**src/rtl/tick_divider_bank_pkg.sv**
```systemverilog
// Shared types and defaults for the tick divider bank.
package tick_div_pkg;
  localparam int NUM_CH_DEF = 4;
  localparam int DEFAULT_PERIOD = 16000000;
  localparam int CH_IDX_W = $clog2(NUM_CH_DEF) + 1;

  typedef enum logic {
    IDLE,
    PEND
  } state_e;
endpackage

```
**src/rtl/tick_divider_bank_if.sv**
```systemverilog
// Period-update request channel for the tick divider bank.
interface tick_divider_bank_if
  import tick_div_pkg::*;
#(
  parameter int CH_W  = CH_IDX_W,
  parameter int CNT_W = 24
);
  logic             cfg_valid;
  logic             cfg_ready;
  logic [CH_W-1:0]  cfg_ch;
  logic [CNT_W-1:0] cfg_period;
  logic             cfg_err;

  modport master (
    output cfg_valid, cfg_ch, cfg_period,
    input  cfg_ready, cfg_err
  );

  modport slave (
    input  cfg_valid, cfg_ch, cfg_period,
    output cfg_ready, cfg_err
  );
endinterface

```
**src/rtl/tick_divider_bank_ch.sv**
```systemverilog
// One divider channel: prescaler, period register and event counter.
module tick_div_ch #(
  parameter int          CNT_W          = 24,
  parameter int          OUT_W          = 8,
  parameter int unsigned DEFAULT_PERIOD = 16000000
) (
  input  logic             clk,
  input  logic             rst_n,
  input  logic             en,
  input  logic             clr,
  input  logic             load,
  input  logic [CNT_W-1:0] load_val,
  output logic             tick,
  output logic             wrap_next,
  output logic [OUT_W-1:0] count
);
  logic [CNT_W-1:0] presc;
  logic [CNT_W-1:0] period;

  assign wrap_next = en && (presc == period);

  always_ff @(posedge clk or negedge rst_n) begin
    if (!rst_n) begin
      presc  <= '0;
      period <= CNT_W'(DEFAULT_PERIOD);
      tick   <= 1'b0;
      count  <= '0;
    end else begin
      if (!en) begin
        presc <= '0;
        tick  <= 1'b0;
      end else if (wrap_next) begin
        presc <= '0;
        tick  <= 1'b1;
      end else begin
        presc <= presc + 1'b1;
        tick  <= 1'b0;
      end
      // clear wins over the increment
      if (clr)
        count <= '0;
      else if (wrap_next)
        count <= count + 1'b1;
      if (load)
        period <= load_val;
    end
  end
endmodule

```
**src/rtl/tick_divider_bank.sv**
```systemverilog
// Bank of clock-enable dividers with glitch-free period reprogramming.
module tick_divider_bank #(
  parameter int          NUM_CH         = 4,
  parameter int          CNT_W          = 24,
  parameter int          OUT_W          = 8,
  parameter int unsigned DEFAULT_PERIOD = tick_div_pkg::DEFAULT_PERIOD
) (
  input  logic                    hwclk,
  input  logic                    rst_n,
  input  logic [NUM_CH-1:0]       ch_en,
  input  logic [NUM_CH-1:0]       cnt_clr,
  tick_divider_bank_if.slave      cfg,
  output logic [NUM_CH-1:0]       tick,
  output logic [NUM_CH*OUT_W-1:0] count_out,
  output logic [NUM_CH-1:0]       led
);
  import tick_div_pkg::*;

  localparam int CH_W = $clog2(NUM_CH) + 1;

  state_e           state;
  state_e           state_nxt;
  logic [CH_W-1:0]  stage_ch;
  logic [CNT_W-1:0] stage_period;
  logic [NUM_CH-1:0] wrap_next;
  logic [NUM_CH-1:0] load;
  logic             accept;
  logic             bad_ch;

  assign accept        = cfg.cfg_valid && (state == IDLE);
  assign bad_ch        = cfg.cfg_ch >= CH_W'(NUM_CH);
  assign cfg.cfg_ready = (state == IDLE);

  always_ff @(posedge hwclk or negedge rst_n) begin
    if (!rst_n)
      state <= IDLE;
    else
      state <= state_nxt;
  end

  // a disabled channel has no wrap to wait for, so load at once
  always_comb begin
    state_nxt = state;
    load      = '0;
    unique case (state)
      IDLE: begin
        if (accept && !bad_ch)
          state_nxt = PEND;
      end
      PEND: begin
        for (int i = 0; i < NUM_CH; i++)
          if (stage_ch == CH_W'(i) &&
              (wrap_next[i] || !ch_en[i]))
            load[i] = 1'b1;
        if (|load)
          state_nxt = IDLE;
      end
      default: state_nxt = IDLE;
    endcase
  end

  always_ff @(posedge hwclk or negedge rst_n) begin
    if (!rst_n) begin
      stage_ch     <= '0;
      stage_period <= '0;
      cfg.cfg_err  <= 1'b0;
    end else begin
      cfg.cfg_err <= accept && bad_ch;
      if (accept && !bad_ch) begin
        stage_ch     <= cfg.cfg_ch;
        stage_period <= cfg.cfg_period;
      end
    end
  end

  for (genvar g = 0; g < NUM_CH; g++) begin : g_ch
    tick_div_ch #(
      .CNT_W          (CNT_W),
      .OUT_W          (OUT_W),
      .DEFAULT_PERIOD (DEFAULT_PERIOD)
    ) u_ch (
      .clk       (hwclk),
      .rst_n     (rst_n),
      .en        (ch_en[g]),
      .clr       (cnt_clr[g]),
      .load      (load[g]),
      .load_val  (stage_period),
      .tick      (tick[g]),
      .wrap_next (wrap_next[g]),
      .count     (count_out[g*OUT_W +: OUT_W])
    );
    assign led[g] = count_out[g*OUT_W];
  end
endmodule

```
**src/flat_wrapper.sv**
```systemverilog
// flat-port wrapper written by rule: the top's interface ports become plain ports
module tick_divider_bank_flat import tick_div_pkg::*;
#(
  parameter int          NUM_CH         = 4,
  parameter int          CNT_W          = 24,
  parameter int          OUT_W          = 8,
  parameter int unsigned DEFAULT_PERIOD = tick_div_pkg::DEFAULT_PERIOD
)
  (hwclk, rst_n, ch_en, cnt_clr, tick, count_out, led, cfg_cfg_valid, cfg_cfg_ch, cfg_cfg_period, cfg_cfg_ready, cfg_cfg_err);
  tick_divider_bank_if #(.CH_W((3)), .CNT_W(CNT_W)) cfg_i ();
  input  logic hwclk;
  input  logic rst_n;
  input  logic [NUM_CH-1:0] ch_en;
  input  logic [NUM_CH-1:0] cnt_clr;
  output logic [NUM_CH-1:0] tick;
  output logic [NUM_CH*OUT_W-1:0] count_out;
  output logic [NUM_CH-1:0] led;
  input wire logic [$bits(cfg_i.cfg_valid)-1:0] cfg_cfg_valid;
  input wire logic [$bits(cfg_i.cfg_ch)-1:0] cfg_cfg_ch;
  input wire logic [$bits(cfg_i.cfg_period)-1:0] cfg_cfg_period;
  output wire logic [$bits(cfg_i.cfg_ready)-1:0] cfg_cfg_ready;
  output wire logic [$bits(cfg_i.cfg_err)-1:0] cfg_cfg_err;
  assign cfg_i.cfg_valid = cfg_cfg_valid;
  assign cfg_i.cfg_ch = cfg_cfg_ch;
  assign cfg_i.cfg_period = cfg_cfg_period;
  assign cfg_cfg_ready = cfg_i.cfg_ready;
  assign cfg_cfg_err = cfg_i.cfg_err;
  tick_divider_bank #(.NUM_CH(NUM_CH), .CNT_W(CNT_W), .OUT_W(OUT_W), .DEFAULT_PERIOD(DEFAULT_PERIOD)) u_core (.hwclk(hwclk), .rst_n(rst_n), .ch_en(ch_en), .cnt_clr(cnt_clr), .cfg(cfg_i), .tick(tick), .count_out(count_out), .led(led));
endmodule
```
**config.mk**
```make
export PLATFORM = sky130hd
export DESIGN_NAME = tick_divider_bank_flat
export DESIGN_NICKNAME = d
export VERILOG_FILES = /design/src/rtl/tick_divider_bank_pkg.sv /design/src/rtl/tick_divider_bank_if.sv /design/src/rtl/tick_divider_bank_ch.sv /design/src/rtl/tick_divider_bank.sv /design/src/flat_wrapper.sv
export SDC_FILE = /design/constraint.sdc
export NUM_CORES = 1
export LEC_CHECK = 0
export CELL_PAD_IN_SITES_DETAIL_PLACEMENT = 1
export CELL_PAD_IN_SITES_GLOBAL_PLACEMENT = 1
export CORE_MARGIN = 3
export CORE_UTILIZATION = 33
export DETAILED_ROUTE_END_ITERATION = 12
export MAX_ROUTING_LAYER = met4
export PLACE_DENSITY = 0.6
export SLEW_MARGIN = 10
export SYNTH_ARGS = -nofsm -noshare
export SYNTH_HDL_FRONTEND = slang
export SYNTH_SLANG_ARGS = --single-unit
```
**constraint.sdc**
```tcl
create_clock -name hwclk -period 3.18 [get_ports hwclk]
set_input_delay 0.477 -clock hwclk [delete_from_list [all_inputs] [get_ports hwclk]]
set_output_delay 0.477 -clock hwclk [all_outputs]
set_load 0.05 [all_outputs]
```
Word level (Yosys, flattened, before mapping)
Cells that the tools add are included.
Widths: inputs -> output; s select.
{"block": "totals", "regBits": 257, "input_bits": 38, "output_inout_bits": 42, "elab_cells": 99}
{"block": "classes", "add_sub_neg": 8, "order_cmp": 1, "n_eq_ne": 7, "mux": 36, "bitwise": 1, "reduce_logical": 26}
{"operator": "$mux 24", "count": 8}
{"operator": "$add 24x1->24 const B", "count": 4}
{"operator": "$eq 24x24->1", "count": 4}
{"operator": "$mux 8", "count": 8}
{"operator": "$add 8x1->8 const B", "count": 4}
{"operator": "$mux 1", "count": 18}
{"operator": "$logic_and 1x1->1", "count": 11}
{"operator": "$reduce_bool 2->1", "count": 4}
{"operator": "$eq 3x2->1 const B", "count": 2}
{"operator": "$logic_not 1->1", "count": 5}
{"operator": "$logic_or 1x1->1", "count": 4}
{"operator": "$mux 4", "count": 1}
{"operator": "$reduce_or 4->1", "count": 1}
{"operator": "$eq 3x1->1 const B", "count": 1}
{"operator": "$ge 3x3->1 const B", "count": 1}
{"operator": "$logic_not 3->1", "count": 1}
{"operator": "$pmux 1 s2", "count": 1}
{"operator": "$not 1->1", "count": 1}

Logic depth before layout (Yosys ltp)
Gate-level depths: netlist (run 1).
{"block": "logic_depth", "depth_word": 9, "ltp_mapped": 9, "mapped_depth_nobuf": 7}

Modules after synthesis
Synthesis (run 1) repeated with hierarchy kept, for this count alone.
{"block": "hier_totals", "cells_unflattened": 1153, "area_unflattened_um2": 13050.0}
{"module": "tick_div_ch", "n_inst": 4, "cells_each": 268, "area_per_inst_um2": 2939.1, "seq_area_each_um2": 1435.1}
{"module": "tick_divider_bank", "n_inst": 1, "cells_each": 81, "area_per_inst_um2": 1293.7, "seq_area_each_um2": 725.7}

Worst setup path before layout (run 1)
No wires, ideal clock.
{"block": "synth_path", "path_kind": "register -> register", "startpoint": "reg u_core.g_ch[3].u_ch.presc[2]", "endpoint": "reg u_core.g_ch[3].u_ch.period[11]", "setup_ns": 0.125, "arrival_ns": 2.072, "required_ns": 3.055, "path_slack_ns": 0.983, "path_stages_with_launch": 10, "n_path_buf": 3, "period_less_slack_ns": 2.197, "cell_sequence": "dfrtp_1 -> xor2_1 -> nor4_1 -> and4_4 -> a21bo_1 -> buf_6 -> and4_4 -> buf_6 -> buf_12 -> mux2_4"}
{"block": "synth_between", "elab_chain_cells": 7}
{"item": "start, declared", "line": "tick_divider_bank_ch.sv:17", "text": "logic [CNT_W-1:0] presc;"}
{"item": "start signal, assigned", "line": "tick_divider_bank_ch.sv:36", "text": "presc <= presc + 1'b1;"}
{"item": "$eq 24x24->1", "line": "tick_divider_bank_ch.sv:20", "text": "assign wrap_next = en && (presc == period);"}
{"item": "$logic_and 1x1->1", "line": "tick_divider_bank_ch.sv:20"}
{"item": "$logic_or 1x1->1", "line": "tick_divider_bank.sv:53", "text": "(wrap_next[i] || !ch_en[i]))"}
{"item": "$logic_and 1x1->1", "line": "tick_divider_bank.sv:52", "text": "if (stage_ch == CH_W'(i) &&"}
{"item": "$mux 1", "line": "tick_divider_bank.sv:52"}
{"item": "$mux 1", "line": "tick_divider_bank.sv:45", "text": "unique case (state)"}
{"item": "$mux 4", "line": "tick_divider_bank.sv:45"}
{"item": "end signal, assigned", "line": "tick_divider_bank_ch.sv:25", "text": "period <= CNT_W'(DEFAULT_PERIOD);"}
{"item": "end signal, assigned", "line": "tick_divider_bank_ch.sv:45", "text": "period <= load_val;"}
{"item": "end, declared", "line": "tick_divider_bank_ch.sv:18", "text": "logic [CNT_W-1:0] period;"}
Every way passes these cells. The select of a mux whose other input is x is not followed.
A chain may end at the register's enable or synchronous reset.

Final worst setup path (run 1)
{"block": "layout_path", "startpoint": "reg u_core.g_ch[1].u_ch.period[22]", "endpoint": "reg u_core.g_ch[1].u_ch.count[5]"}
{"block": "layout_between", "elab_chain_cells": 3}
{"item": "start, declared", "line": "tick_divider_bank_ch.sv:18"}
{"item": "start signal, assigned", "line": "tick_divider_bank_ch.sv:25"}
{"item": "start signal, assigned", "line": "tick_divider_bank_ch.sv:45"}
{"item": "$eq 24x24->1", "line": "tick_divider_bank_ch.sv:20"}
{"item": "$logic_and 1x1->1", "line": "tick_divider_bank_ch.sv:20"}
{"item": "$reduce_bool 2->1 (no source line)"}
{"item": "end signal, assigned", "line": "tick_divider_bank_ch.sv:43", "text": "count <= count + 1'b1;"}
{"item": "end, declared", "line": "tick_divider_bank_ch.sv:15", "text": "output logic [OUT_W-1:0] count"}
Every way passes these cells.

==> results of run 1 <==
==> path summary, 6_finish.rpt <==
path / startpoint / endpoint / slack (ns) / depth (start not counted)
worst min register to register: u_core.g_ch[1].u_ch.period[11] / u_core.g_ch[1].u_ch.period[11] / 0.53 / 1
worst max register to register: u_core.g_ch[1].u_ch.period[22] / u_core.g_ch[1].u_ch.count[5] / 0.50 / 6
worst min-delay path: rst_n / u_core.g_ch[2].u_ch.presc[12] / 0.52 / 2
min in group hwclk: u_core.g_ch[1].u_ch.period[11] / u_core.g_ch[1].u_ch.period[11] / 0.53 / 1
worst max-delay path: u_core.g_ch[1].u_ch.period[22] / u_core.g_ch[1].u_ch.count[5] / 0.50 / 6
max in group asynchronous: rst_n / u_core.g_ch[3].u_ch.period[21] / 1.81 / 3
==> cells in the final DEF, fill, tap and decap left out, drive strengths merged, types with 4 or more instances in the layout <==
cell type | synthesis | final
mux2 | 123 | 123
and4 | 9 | 9
ha | 8 | 8
clkdlybuf4s50 | 0 | 78
a21bo | 4 | 4
xnor2 | 100 | 100
bufinv | 0 | 8
nand2 | 40 | 40
nor2 | 123 | 123
buf | 29 | 13
a21oi | 27 | 27
nor4 | 12 | 12
dfrtp | 229 | 229
o21ai | 18 | 18
o31ai | 10 | 10
clkinvlp | 0 | 4
nand4 | 38 | 38
inv | 17 | 17
clkbuf | 16 | 39
xor2 | 84 | 84
nor2b | 5 | 5
dfstp | 28 | 28
nor3 | 8 | 8
and3 | 25 | 25
or3 | 18 | 18
clkinv | 0 | 5
or4 | 10 | 10
nand3 | 46 | 46
mux2i | 4 | 4
==> sequential cells by signal, indices dropped and copies added (netlist names) <==
register,flops
u_core.g_ch.u_ch.period,96
u_core.g_ch.u_ch.count,32
u_core.g_ch.u_ch.presc,96
u_core.cfg.cfg_err,1
u_core.stage_period,24
u_core.stage_ch,3
u_core.g_ch.u_ch.tick,4
u_core.state,1
==> timing repair <==
| item | CTS | global route |
|---|---|---|
| hold buffers | 1 | 0 |
| setup buffers | 0 | 0 |
| hold endpoints to repair | 67 | 0 |
==> routing by layer <==
| layer | vias to the layer above | wire [um] | global-route usage |
|---|---|---|---|
| li1 | 3719 | - | - |
| met1 | 4127 | 14800 | 0.229 |
| met2 | 111 | 14100 | 0.259 |
| met3 | 33 | 926 | 0.0200 |
| met4 | 0 | 506 | 0.0307 |
| met5 | - | 0 | - |
==> final cells by class <==
class | count | area, um^2
fillers | 3882 | 21400
clock inverters | 17 | 295
clock buffers | 39 | 876
multi-input cells | 718 | 5310
inverters | 17 | 63.8
well taps | 461 | 577
flip-flops and latches | 257 | 6470
repair buffers | 92 | 921
==> critical path: cells and delay by family (launching register included) <==
family                    cells  cell delay (ns)
AOI/OAI and AO/OA             1             0.16
and+or+nand+nor               4             1.72
xor gates and xnor gates      1             0.15
DFF                           1             0.54
==> cell usage after synthesis (all sizes together) <==
library cell	instances
nand2	40
and3	25
nand4	38
a41oi	1
dfrtp	229
o31ai	10
dfstp	28
nor2	123
clkbuf	16
mux2i	4
a31o	1
inv	17
nand3b	1
a21bo	4
xor2	84
or4	10
o21ai	18
and2	1
mux2	123
buf	29
nor2b	5
nand3	46
or3	18
a32oi	1
ha	8
nor3	8
nor4	12
xnor2	100
nor3b	1
and4	9
a21oi	27
==> power groups by stage <==
stage / Combinational (W) / Clock (W) / Sequential [W]
5_1_grt: 0.00221 / 0.00423 / 0.00526
3_3_place_gp: 0.00196 / 0 / 0.00521
3_5_place_dp: 0.00202 / 0 / 0.00523
2_1_floorplan: 0.00167 / 0 / 0.00469
6_report: 0.00200 / 0.00399 / 0.00515
4_1_cts: 0.00203 / 0.00409 / 0.00518
==> through the flow <==
stage / power (W) / hold slack [ns]
after detailed placement: 0.00724 / 0.514
final: 0.0111 / 0.518
after global placement: 0.00717 / 0.498
after floorplan: 0.00636 / 0.181
after global routing: 0.0117 / 0.523
after CTS: 0.0113 / 0.507
==> logic make-up (layout without fill, tap and decap cells) <==
family | after synthesis | count (layout)
AO/OA/AOI/OAI | 62 | 62
XOR/XNOR | 184 | 184
adder cells (fa/ha/maj) | 8 | 8
buffers and inverters | 62 | 165
flip-flops | 257 | 257
multiplexers | 127 | 127
AND/OR/NAND/NOR | 337 | 337
==> metrics, run 1 <==
vias in the first global route=8,631; crit path DAT=3.14 ns; Worst Skew=0.0264 ns; max-cap violation count=0; CP max stage delay=0.66 ns; PwrDens=767 nW/um^2; initial antenna violation count=1; Synth Area in Compound Gates=0.0303; Antenna diodes=0; Core Area=35,900 um^2; final wirelength=30,300 um; HPWL after DPL=21,300 um; CTS tree=built; Adder-Cell Fraction of Synth Area=0.00826; post-synthesis mux area share=0.124; largest net degree at the start of global routing=81; Clock Pin Slew Worst Setup and Hold Paths=0.06 ns; Seq/Total Area, Yosys=0.534; CTS Root Cell=clkbuf_16; Distinct cells, synth=43; CP max-delay cell=or4_1; Final #Nets=1,162; Post-Syn Instances=1,037; full die area=39,100 um^2; Reg power frac=0.462; die height=198 um; CTS Buffer Depth=3; slack of the critical path=0.500 ns; Lkg Pwr=6.07 nW; Worst slew margin=0.561; Mapped Area=12,100 um^2; CTS H-tree lvls=1; I/O pin total=80; TritonCTS Buffers=30; HP Class=primary input to asynchronous set/reset pin; synth warn=0; Initial Util=0.337; via count=7,990; Internal=0.00799 W; Synth area leaders=dfrtp_1 (47%), mux2_2 (9.5%), xnor2_1 (7.2%); setup_tns=0 ns; chip width=198 um; Clk Latency, worst-skew pair=0.56 ns; crit path cell chain=xnor2_1, nand4_1, nor4_2, nand3_1, or4_1, a21oi_1; synthesis-to-finish area growth=19.8%; ratio of final minimum period to clock period=0.843; Seq cells post-synth=257; Clock Sinks=257; Slew Limit Fails=0; Switching Share=0.282; Row Count=69; Worst Setup Path Type=flip-flop to flip-flop; final setup vio count=0; largest family of logic cells by synthesized area=simple AND/OR/NAND/NOR gates; xor/xnor cell area share of the yosys netlist=0.133; Syn Nets=1,083; port bufs=79; Comb pwr share=0.180; Final Hold Fails=0; unrepaired setup endpoints after global routing=false; DRT iter0 DRCs=331; CP max FO=15; maximum vdd ir drop=0.000465 V; vias per cell=4.99; Placer Congestion=0.764; Psw=0.00314 W; DRC errors left=0; layout cells sized above 1=0.204; dpl cell area=13,300 um^2; critical path required time=3.64 ns; cell taking the most area after synthesis=dfrtp_1; type of origin of the critical path=flip-flop; status=complete, no violations; post-cts gate resize count=0; final non-filler cell total=1,601; global route overflow=0; final core utilization=0.404; part of the power in the clock network=0.358; Max Freq=0.373 GHz; pre-CTS WS=0.493 ns; post-synth top area share=0.473; Synth Area in Simple Gates=0.143; worst-margin pin slew=0.659 ns; placed insts=1,544; Routed Antenna Nets=0; WL per Instance=18.9 um; final instance area=14,500 um^2; drt first pass iters=4; Critical Path End Type=flip-flop; gr usage total=0.163; Avg Inst Size Synth=11.7 um^2; first-pass GRT wire length=49,200 um; Tmin final=2.68 ns
Note: power is estimated with default switching activity, not from simulation.
==> run 2, diff against run 1 <==
==> constraint.sdc (replaced) <==
create_clock -name hwclk -period 2.6 [get_ports hwclk]
set_input_delay 0.39 -clock hwclk [delete_from_list [all_inputs] [get_ports hwclk]]
set_output_delay 0.39 -clock hwclk [all_outputs]
set_load 0.05 [all_outputs]
==> metrics, run 2 (synthesis gave the netlist of run 1 again) <==
vias per cell=4.95 (was 4.99); chip width=198 um (unchanged); global route overflow=0 (unchanged); drt first pass iters=4 (unchanged); Worst R2R Path Depth=7 (was 6); Worst Skew=0.0175 ns (was 0.0264 ns); Worst slew margin=0.568 (was 0.561); unrepaired setup endpoints after global routing=false (unchanged); Routed Antenna Nets=0 (unchanged); TritonCTS Buffers=30 (unchanged); final setup vio count=0 (unchanged); Row Count=69 (unchanged); CTS H-tree lvls=1 (unchanged); Core Area=35,900 um^2 (unchanged); Placer Congestion=0.792 (was 0.764); Worst path most repeated cell=and4_4; fill cell count=3,874 (was 3,882); initial antenna violation count=0 (was 1); HPWL after DPL=21,700 um (was 21,300 um); Initial Util=0.337 (unchanged); critical path required time=3.04 ns (was 3.64 ns); pre-CTS WS=0.189 ns (was 0.493 ns); final core utilization=0.403 (was 0.404); Max Freq=0.415 GHz (was 0.373 GHz); CTS tree=built (unchanged); maximum vdd ir drop=0.000592 V (was 0.000465 V); top flop regs=u_core.g_ch.u_ch.period: 96 flops, u_core.g_ch.u_ch.presc: 96 flops, u_core.g_ch.u_ch.count: 32 flops (unchanged); Final #Nets=1,177 (was 1,162); via count=7,999 (was 7,990); CTS Root Cell=clkbuf_16 (unchanged); Clock Sinks=257 (unchanged); Tmin final=2.41 ns (was 2.68 ns); final non-filler cell total=1,616 (was 1,601); largest net degree at the start of global routing=68 (was 81); vias in the first global route=8,587 (was 8,631); Critical Path End Type=flip-flop (unchanged); ratio of final minimum period to clock period=0.927 (was 0.843); CP max FO=10 (was 15); crit path cell chain=xor2_1, nor4_1, and4_4, a21bo_1, and4_4, buf_12, mux2_4 (was xnor2_1, nand4_1, nor4_2, nand3_1, or4_1, a21oi_1); synthesis-to-finish area growth=19.5% (was 19.8%); setup_tns=0 ns (unchanged); Clk Latency, worst-skew pair=0.56 ns (about the same); CP max stage delay=0.44 ns (was 0.66 ns); I/O pin total=80 (unchanged); status=complete, no violations (unchanged); placed insts=1,559 (was 1,544); Antenna diodes=0 (unchanged); slack of the critical path=0.190 ns (was 0.500 ns); type of origin of the critical path=flip-flop (unchanged); crit path DAT=2.85 ns (was 3.14 ns); Worst Setup Path Type=flip-flop to flip-flop (unchanged); DRT iter0 DRCs=304 (was 331); gr usage total=0.164 (was 0.163); Final Hold Fails=0 (unchanged); first-pass GRT wire length=49,300 um (was 49,200 um); commonest non-fill, non-tap cell in the layout=dfrtp_1 (unchanged); die height=198 um (unchanged); worst-margin pin slew=0.646 ns (was 0.659 ns); hold slack=0.391 ns (was 0.518 ns); CTS Buffer Depth=3 (unchanged); PwrDens=896 nW/um^2 (was 767 nW/um^2); Lkg Pwr=6.07 nW (about the same); Clock Pin Slew Worst Setup and Hold Paths=0.06 ns (about the same); leading cell types in the layout, fill and taps excluded=dfrtp_1 (229), nor2_1 (123), mux2_2 (102) (unchanged); port bufs=79 (unchanged); WL per Instance=18.9 um (about the same); CP max-delay cell=dfrtp_1 (was or4_1); final wirelength=30,600 um (was 30,300 um); full die area=39,100 um^2 (unchanged); Slew Limit Fails=0 (unchanged); max-cap violation count=0 (unchanged); HP Class=primary input to asynchronous set/reset pin (unchanged); Setup Buffers After CTS=0 (unchanged); DRC errors left=0 (unchanged); layout cells sized above 1=0.205 (was 0.204)
[run 2: cell count changes in the layout (fill, tap and decap cells not counted), sizes merged]
| cell | before | now |
|---|---|---|
| clkinv | 5 | 4 |
| clkbuf | 39 | 51 |
| clkinvlp | 4 | 0 |
| bufinv | 8 | 1 |
| buf | 13 | 28 |
[run 2: critical path, delay by kind of cell (launching register included)]
family	cells	cell delay, ns
AO/OA/AOI/OAI	1	0.16
XOR/XNOR	1	0.19
buffers and inverters	1	0.17
flip-flops	1	0.44
multiplexers	1	0.30
AND/OR/NAND/NOR	3	1.03
[run 2: power by group]
part | switching [W] | total, W | internal [W] | leakage (nW)
logic | 0.000950 | 0.00250 | 0.00155 | 2.29
registers | 0.00122 | 0.00633 | 0.00511 | 3.30
clock network | 0.00165 | 0.00413 | 0.00248 | 0.481
[run 2: repair_timing]
item / 4_1_cts / 5_1_grt
hold buffers: 1 / 0
resized for setup: 0 / 1
endpoints found under the setup margin: 0 / 1
endpoints found under the hold margin: 57 / 0
[run 2: area by class of cell]
class                      count  area [um^2]  area share
sequential                   257         6470       0.447
clock buffer                  51          920      0.0635
tap                          461          577      0.0398
timing repair buffer         107         1070      0.0740
multi-input combinational    718         5320       0.367
clock inverter                 5         61.3     0.00423
inverter                      17         63.8     0.00441
[run 2: worst paths after layout]
check                                              startpoint                             end  slack, ns
worst max-delay path            u_core.g_ch[3].u_ch.presc[17]  u_core.g_ch[3].u_ch.period[19]       0.19
max in group asynchronous                               rst_n  u_core.g_ch[2].u_ch.period[18]       1.40
worst min-delay path                                    rst_n   u_core.g_ch[2].u_ch.presc[14]       0.39
worst min register to register  u_core.g_ch[0].u_ch.period[2]   u_core.g_ch[0].u_ch.period[2]       0.53
min in group hwclk                         cfg_cfg_period[14]         u_core.stage_period[14]       0.45
worst max register to register  u_core.g_ch[3].u_ch.presc[17]  u_core.g_ch[3].u_ch.period[19]       0.19
[run 2: metal layers]
layer	track usage	vias up	share of wire
li1	-	3757	-
met3	0.0218	35	0.035
met1	0.228	4099	0.48
met5	-	-	0
met4	0.0288	0	0.018
met2	0.264	108	0.47
[run 2: per-stage QoR]
| stage | total power (W) | instance area (um^2) |
|---|---|---|
| 2_1_floorplan | 0.00778 | 12100 |
| 3_3_place_gp | 0.00885 | 13500 |
| 3_5_place_dp | 0.00896 | 13500 |
| 4_1_cts | 0.0132 | 14500 |
| 5_1_grt | 0.0137 | 14500 |
| 6_report | 0.0130 | 14500 |
